===== src/rtl/transceiver_pkg.sv =====
`default_nettype none
// +------------------------------------------------------------------------+
// | transceiver_pkg                                                        |
// | Shared types and frame-layout constants for the transceiver path.      |
// | Revision: 1.0                                                          |
// +------------------------------------------------------------------------+
package transceiver_pkg;

    localparam int unsigned RX_DATA_WIDTH = 8;
    localparam int unsigned FRAME_WIDTH   = RX_DATA_WIDTH + 1;
    // Position of the parity bit inside the frame handed to the decoder.
    localparam int unsigned PARITY_POS    = RX_DATA_WIDTH;

    typedef enum logic [2:0] {
        ST_IDLE      = 3'd0,
        ST_START     = 3'd1,
        ST_DATA      = 3'd2,
        ST_PARITY    = 3'd3,
        ST_STOP      = 3'd4,
        ST_WAIT_IDLE = 3'd5
    } rx_state_t;

endpackage
`default_nettype wire


===== src/rtl/sync_2ff.sv =====
`default_nettype none
// +------------------------------------------------------------------------+
// | sync_2ff                                                               |
// | Generic two-flop synchronizer with a parameterized reset value.        |
// | Revision: 1.0                                                          |
// +------------------------------------------------------------------------+
module sync_2ff #(
    parameter logic RESET_VALUE = 1'b1
) (
    input  logic clk,
    input  logic rst_n,
    input  logic d,
    output logic q
);

    logic meta_q;
    logic sync_q;

    always_ff @(posedge clk) begin
        if (!rst_n) begin
            meta_q <= RESET_VALUE;
            sync_q <= RESET_VALUE;
        end else begin
            meta_q <= d;
            sync_q <= meta_q;
        end
    end

    assign q = sync_q;

endmodule
`default_nettype wire


===== src/rtl/frame_receiver.sv =====
`default_nettype none
// +------------------------------------------------------------------------+
// | frame_receiver                                                         |
// | Oversampling serial receiver: start, DATA_WIDTH data bits (LSB first), |
// | parity and stop; emits {parity, data} with a valid or error strobe.    |
// | Optional: FRAME_RX_MAJORITY_EN enables 2-of-3 majority sampling.       |
// | Revision: 1.0                                                          |
// +------------------------------------------------------------------------+
module frame_receiver
    import transceiver_pkg::*;
#(
    parameter int unsigned DATA_WIDTH   = RX_DATA_WIDTH,
    parameter int unsigned CLKS_PER_BIT = 16
) (
    input  logic                clk,
    input  logic                arst_n,
    input  logic                rx,
    output logic [DATA_WIDTH:0] out_frame,
    output logic                out_valid,
    output logic                frame_err,
    output logic                busy
);

    localparam int unsigned HALF  = CLKS_PER_BIT / 2;
    localparam int unsigned CNT_W = $clog2(CLKS_PER_BIT);
    localparam int unsigned IDX_W = (DATA_WIDTH > 1) ? $clog2(DATA_WIDTH) : 1;

    localparam logic [CNT_W-1:0] CNT_LAST = CNT_W'(CLKS_PER_BIT - 1);
    localparam logic [IDX_W-1:0] IDX_LAST = IDX_W'(DATA_WIDTH - 1);

    logic rx_s;
    logic sample;

    sync_2ff #(
        .RESET_VALUE (1'b1)
    ) u_rx_sync (
        .clk   (clk),
        .rst_n (arst_n),
        .d     (rx),
        .q     (rx_s)
    );

`ifdef FRAME_RX_MAJORITY_EN
    // Decision is taken one edge after the nominal point, so the three votes
    // are rx_s at nominal-1, nominal and nominal+1.
    localparam logic [CNT_W-1:0] CNT_START = CNT_W'(HALF);

    logic [1:0] hist_q;
    logic [1:0] hist_d;

    assign hist_d = {hist_q[0], rx_s};
    assign sample = (hist_q[1] & hist_q[0]) | (hist_q[1] & rx_s) | (hist_q[0] & rx_s);

    always_ff @(posedge clk) begin
        if (!arst_n) begin
            hist_q <= 2'b11;
        end else begin
            hist_q <= hist_d;
        end
    end
`else
    localparam logic [CNT_W-1:0] CNT_START = CNT_W'(HALF - 1);

    assign sample = rx_s;
`endif

    rx_state_t             state_q,  state_d;
    logic [CNT_W-1:0]      cnt_q,    cnt_d;
    logic [IDX_W-1:0]      idx_q,    idx_d;
    logic [DATA_WIDTH-1:0] shreg_q,  shreg_d;
    logic                  parity_q, parity_d;
    logic [DATA_WIDTH:0]   frame_q,  frame_d;
    logic                  valid_q,  valid_d;
    logic                  err_q,    err_d;
    logic                  busy_q,   busy_d;

    always_comb begin
        state_d  = state_q;
        cnt_d    = cnt_q;
        idx_d    = idx_q;
        shreg_d  = shreg_q;
        parity_d = parity_q;
        frame_d  = frame_q;
        valid_d  = 1'b0;
        err_d    = 1'b0;

        case (state_q)
            ST_IDLE: begin
                if (!rx_s) begin
                    state_d = ST_START;
                    cnt_d   = '0;
                end
            end
            ST_START: begin
                if (cnt_q == CNT_START) begin
                    cnt_d = '0;
                    idx_d = '0;
                    state_d = sample ? ST_IDLE : ST_DATA;
                end else begin
                    cnt_d = cnt_q + CNT_W'(1);
                end
            end
            ST_DATA: begin
                if (cnt_q == CNT_LAST) begin
                    cnt_d          = '0;
                    shreg_d[idx_q] = sample;
                    if (idx_q == IDX_LAST) begin
                        state_d = ST_PARITY;
                    end else begin
                        idx_d = idx_q + IDX_W'(1);
                    end
                end else begin
                    cnt_d = cnt_q + CNT_W'(1);
                end
            end
            ST_PARITY: begin
                if (cnt_q == CNT_LAST) begin
                    cnt_d    = '0;
                    parity_d = sample;
                    state_d  = ST_STOP;
                end else begin
                    cnt_d = cnt_q + CNT_W'(1);
                end
            end
            ST_STOP: begin
                if (cnt_q == CNT_LAST) begin
                    cnt_d   = '0;
                    frame_d = {parity_q, shreg_q};
                    if (sample) begin
                        valid_d = 1'b1;
                        state_d = ST_IDLE;
                    end else begin
                        // A break must yield a single error, so park until the line idles.
                        err_d   = 1'b1;
                        state_d = ST_WAIT_IDLE;
                    end
                end else begin
                    cnt_d = cnt_q + CNT_W'(1);
                end
            end
            ST_WAIT_IDLE: begin
                if (rx_s) begin
                    state_d = ST_IDLE;
                end
            end
            default: begin
                state_d = ST_IDLE;
            end
        endcase

        busy_d = (state_d != ST_IDLE);
    end

    always_ff @(posedge clk) begin
        if (!arst_n) begin
            state_q  <= ST_IDLE;
            cnt_q    <= '0;
            idx_q    <= '0;
            shreg_q  <= '0;
            parity_q <= 1'b0;
            frame_q  <= '0;
            valid_q  <= 1'b0;
            err_q    <= 1'b0;
            busy_q   <= 1'b0;
        end else begin
            state_q  <= state_d;
            cnt_q    <= cnt_d;
            idx_q    <= idx_d;
            shreg_q  <= shreg_d;
            parity_q <= parity_d;
            frame_q  <= frame_d;
            valid_q  <= valid_d;
            err_q    <= err_d;
            busy_q   <= busy_d;
        end
    end

    assign out_frame = frame_q;
    assign out_valid = valid_q;
    assign frame_err = err_q;
    assign busy      = busy_q;

endmodule
`default_nettype wire


===== config.mk =====
export PLATFORM = sky130hd
export DESIGN_NAME = frame_receiver
export DESIGN_NICKNAME = d
export VERILOG_FILES = /design/src/rtl/transceiver_pkg.sv /design/src/rtl/sync_2ff.sv /design/src/rtl/frame_receiver.sv
export SDC_FILE = /design/constraint.sdc
export NUM_CORES = 1
export LEC_CHECK = 0
export CORE_MARGIN = 4
export CORE_UTILIZATION = 55
export CTS_BUF_LIST = sky130_fd_sc_hd__clkbuf_4
export DETAILED_ROUTE_END_ITERATION = 6
export PLACE_DENSITY_LB_ADDON = 0.12
export SYNTH_ARGS = -nofsm -noshare
export SYNTH_HDL_FRONTEND = slang
export SYNTH_SLANG_ARGS = --single-unit

===== constraint.sdc =====
create_clock -name clk -period 3 [get_ports clk]
set_input_delay 0.3 -clock clk [delete_from_list [all_inputs] [get_ports clk]]
set_output_delay 0.3 -clock clk [all_outputs]
set_load 0.005 [all_outputs]

==> key figures <==
Outcome
  – Outcome: finished, final reports clean

Detailed routing
  – Post-Route M1 WL: 1400 um
  – Vias per Instance: 5.89
  – DRC marker count from the first detailed-route iteration: 94
  – Iteration count of the initial detailed-routing pass: 4
  – Via Count: ~1.3k
  – Wire per inst: 13.9 um
  – Metal2 WL: ~1500 um
  – Top sig layer: met4
  – Met3 wire length: 135 um
  – WL final: around 3100 um
  – Antenna viol nets, final: 0
  – DRC: 0

Timing
  – Layout Skew: a little under 9 ps
  – Final Max Slew Viols: 0
  – Crit share post-route: 0.632
  – Minimum clock period: 1900 ps
  – Worst slew pin tran: roughly 830 ps
  – RSZ-0062 raised after global routing: no
  – Achievable Freq: 527 MHz
  – Setup TNS: 0 ps
  – Max-slew headroom: 0.444
  – Final Setup Violations: 0
  – Final Hold Fails: 0

Logic synthesis
  – Number of distinct library cells after synthesis: 38
  – Most numerous cell in the Yosys netlist: dfxtp_1
  – Post-synthesis sequential area ratio: 0.421
  – Number of synthesized flops with an enable pin: 0
  – Post-Synthesis Cell Area: 0.00157 sq mm
  – Yosys warns: 0
  – Syn Nets: 186
  – Seq cells post-synth: 33
  – Post-synth top cells: dfxtp_1 (33), nor2_1 (29), mux2i_1 (18)
  – Synth Flop Type: dfxtp_1
  – Syn_area_per_cell: approximately 8.7 sq um
  – Leading post-synthesis cells by cell area: dfxtp_1 (42%), mux2i_1 (11%), nor2_1 (6.9%), o21ai_0 (2.6%), ha_1 (2.4%)
  – Synth top area share: 0.421
  – Async set-reset flop share out of synthesis: 0
  – Leading area contributor after synthesis: dfxtp_1
  – Cell count after synthesis: 180

Die
  – Starting density of the core: 0.573
  – Placement row count: 19
  – Core area: roughly 0.0027 sq mm
  – Die height: just over 60 um
  – Die width: 61.4 um
  – Die Footprint: about 0.0038 sq mm
  – I/O Pins: 15

Final layout
  – Final core utilization: 0.643
  – Layout Area Growth over Synthesis: 12.1%
  – Ratio of cells with drive above 1 in the final layout: 0.0585
  – Final net count: a little under 200
  – Ant diodes: 0

Worst setup path
  – Crit path DAT: around 2100 ps
  – WS Path Type: register to register
  – Max stage delay on crit path: between 600 and 700 ps
  – CP max-delay cell: or4b_4
  – Crit path launch type: register
  – Crit path cell chain: ha_1, nand3_2, or4b_4, mux2i_1, nor2_1
  – Crit-path max FO: 11
  – Worst setup EP type: register
  – Reg2Reg Launch Point: cnt_q[0]
  – R2R depth: 5
  – R2R setup slack: 1100 ps
  – Worst EP required: 3200 ps
  – Critical R2R Capture: out_frame[4]

Hold path
  – Beginning of the worst hold path: u_rx_sync.meta_q
  – Hold/Removal Path Class: register to register
  – Worst Hold Path EP: u_rx_sync.q
  – Worst hold path depth: 1

Global routing
  – GRT overflow: 0
  – GRT Overall Usage: 0.188
  – Global-route wire length before repair: 5220 um
  – Largest net degree at the start of global routing: 30
  – Vias in the first global route: between 1k and 1.5k
  – Initial antenna violation count: 0

Job
  – Max-cap violation count: 0

Power
  – Pleak: slightly above 0.7 nW
  – Clock power share: 0.410
  – Pwr dens: about 450 mW/mm^2
  – Maximum VDD drop: between 0.0003 and 0.0004 V
  – Seq pwr share: 0.560
  – P_sw: 0.000164 W
  – Logic pwr share: 0.030
  – Sw frac: 0.205
  – Pint: between 0.0006 and 0.0007 W

Clocking
  – CTS sink cnt: 33
  – CTS Buffer Depth: 2
  – Root Driver: clkbuf_4
  – CTS buffer count: 5
  – Clk_lat worst skew: about 330 ps
  – Clock Pin Slew Worst Setup and Hold Paths: 100 ps
  – Setup bufs post-CTS: 0
  – Clock tree from TritonCTS: yes
  – Hold buffer count at CTS: 0
  – CTS resizes: 0
  – H-tree depth: 2

Placement
  – Final HPWL DP: around 2100 um
  – IO buf count: 14
  – Placer congestion estimate: roughly 0.77
[metrics by stage]
stage	hold slack, ps	instances	power, W	setup WS, ps	instance area (sq um)
final	424	219	0.000798	1100	1760
after global routing	485	219	0.000838	964	1760
after CTS	427	219	0.000808	1100	1760
after detailed placement	401	211	0.000481	1120	1680
after global placement	393	211	0.000480	1200	1680
after floorplan	373	180	0.000473	1310	1570
[logic make-up (layout without fill, tap and decap cells)]
group	Yosys count	count (layout)	synth area share
xor+xnor	1	1	0.00559
compound gates	27	27	0.105
fa+ha+maj	3	3	0.0239
mux	18	18	0.115
flops	33	33	0.421
buf+inv	19	27	0.0559
simple gates	79	79	0.274
[worst max path at each step]
| stage | start | to | slack (ps) | cells past startpoint |
|---|---|---|---|---|
| after floorplan | cnt_q[0] | out_frame[0] | 1310 | 6 |
| after global placement | cnt_q[0] | out_frame[7] | 1200 | 5 |
| after detailed placement | cnt_q[0] | out_frame[4] | 1120 | 5 |
| after CTS | cnt_q[0] | out_frame[4] | 1100 | 5 |
| after global routing | cnt_q[0] | out_frame[4] | 960 | 5 |
| final | cnt_q[0] | out_frame[4] | 1100 | 5 |
[power groups by stage]
stage / registers (W) / clock network (W) / logic [W]
3_3_place_gp: 0.000457 / 0 / 0.0000233
5_1_grt: 0.000448 / 0.000363 / 0.0000270
6_report: 0.000447 / 0.000327 / 0.0000238
2_1_floorplan: 0.000453 / 0 / 0.0000198
3_5_place_dp: 0.000457 / 0 / 0.0000241
4_1_cts: 0.000447 / 0.000337 / 0.0000242
[cells in the final DEF, fill, tap and decap left out, types with 3 or more instances in the layout]
cell type / n
nor2_1: 29
inv_1: 5
a31oi_1: 4
nand2b_1: 3
a21oi_1: 7
o21ai_0: 8
nor2b_1: 6
dfxtp_1: 33
nor3_1: 7
mux2i_1: 18
clkbuf_4: 6
nand3_1: 4
nand2_1: 5
ha_1: 3
nor4_1: 4
clkdlybuf4s50_1: 14
nand4_1: 6
[final cells by class]
| type | count | area (sq um) |
|---|---|---|
| fill | 233 | 977 |
| multi-input combinational | 128 | 820 |
| sequential | 33 | 661 |
| timing repair buffer | 14 | 140 |
| clock buffer | 6 | 45.0 |
| tap | 31 | 38.8 |
| clock inverter | 2 | 33.8 |
| inverter | 5 | 18.8 |
[metal layers]
layer | vias up | global-route usage
met3 | 5 | 0.0461
met1 | 600 | 0.234
met4 | 0 | 0.0727
li1 | 650 | -
met2 | 36 | 0.313
met5 | - | 0
[state kept, by name, summed over array words and instances (netlist names), 3 cells and up]
signal     flops
out_frame      9
shreg_q        8
state_q        3
idx_q          3
cnt_q          4
[critical path: cells and delay by family, from the launching register on]
kind	cells	cell delay, ps
fa+ha+maj	1	330
flops	1	380
mux	1	200
simple gates	3	840
(Power assumes the default switching activity.)
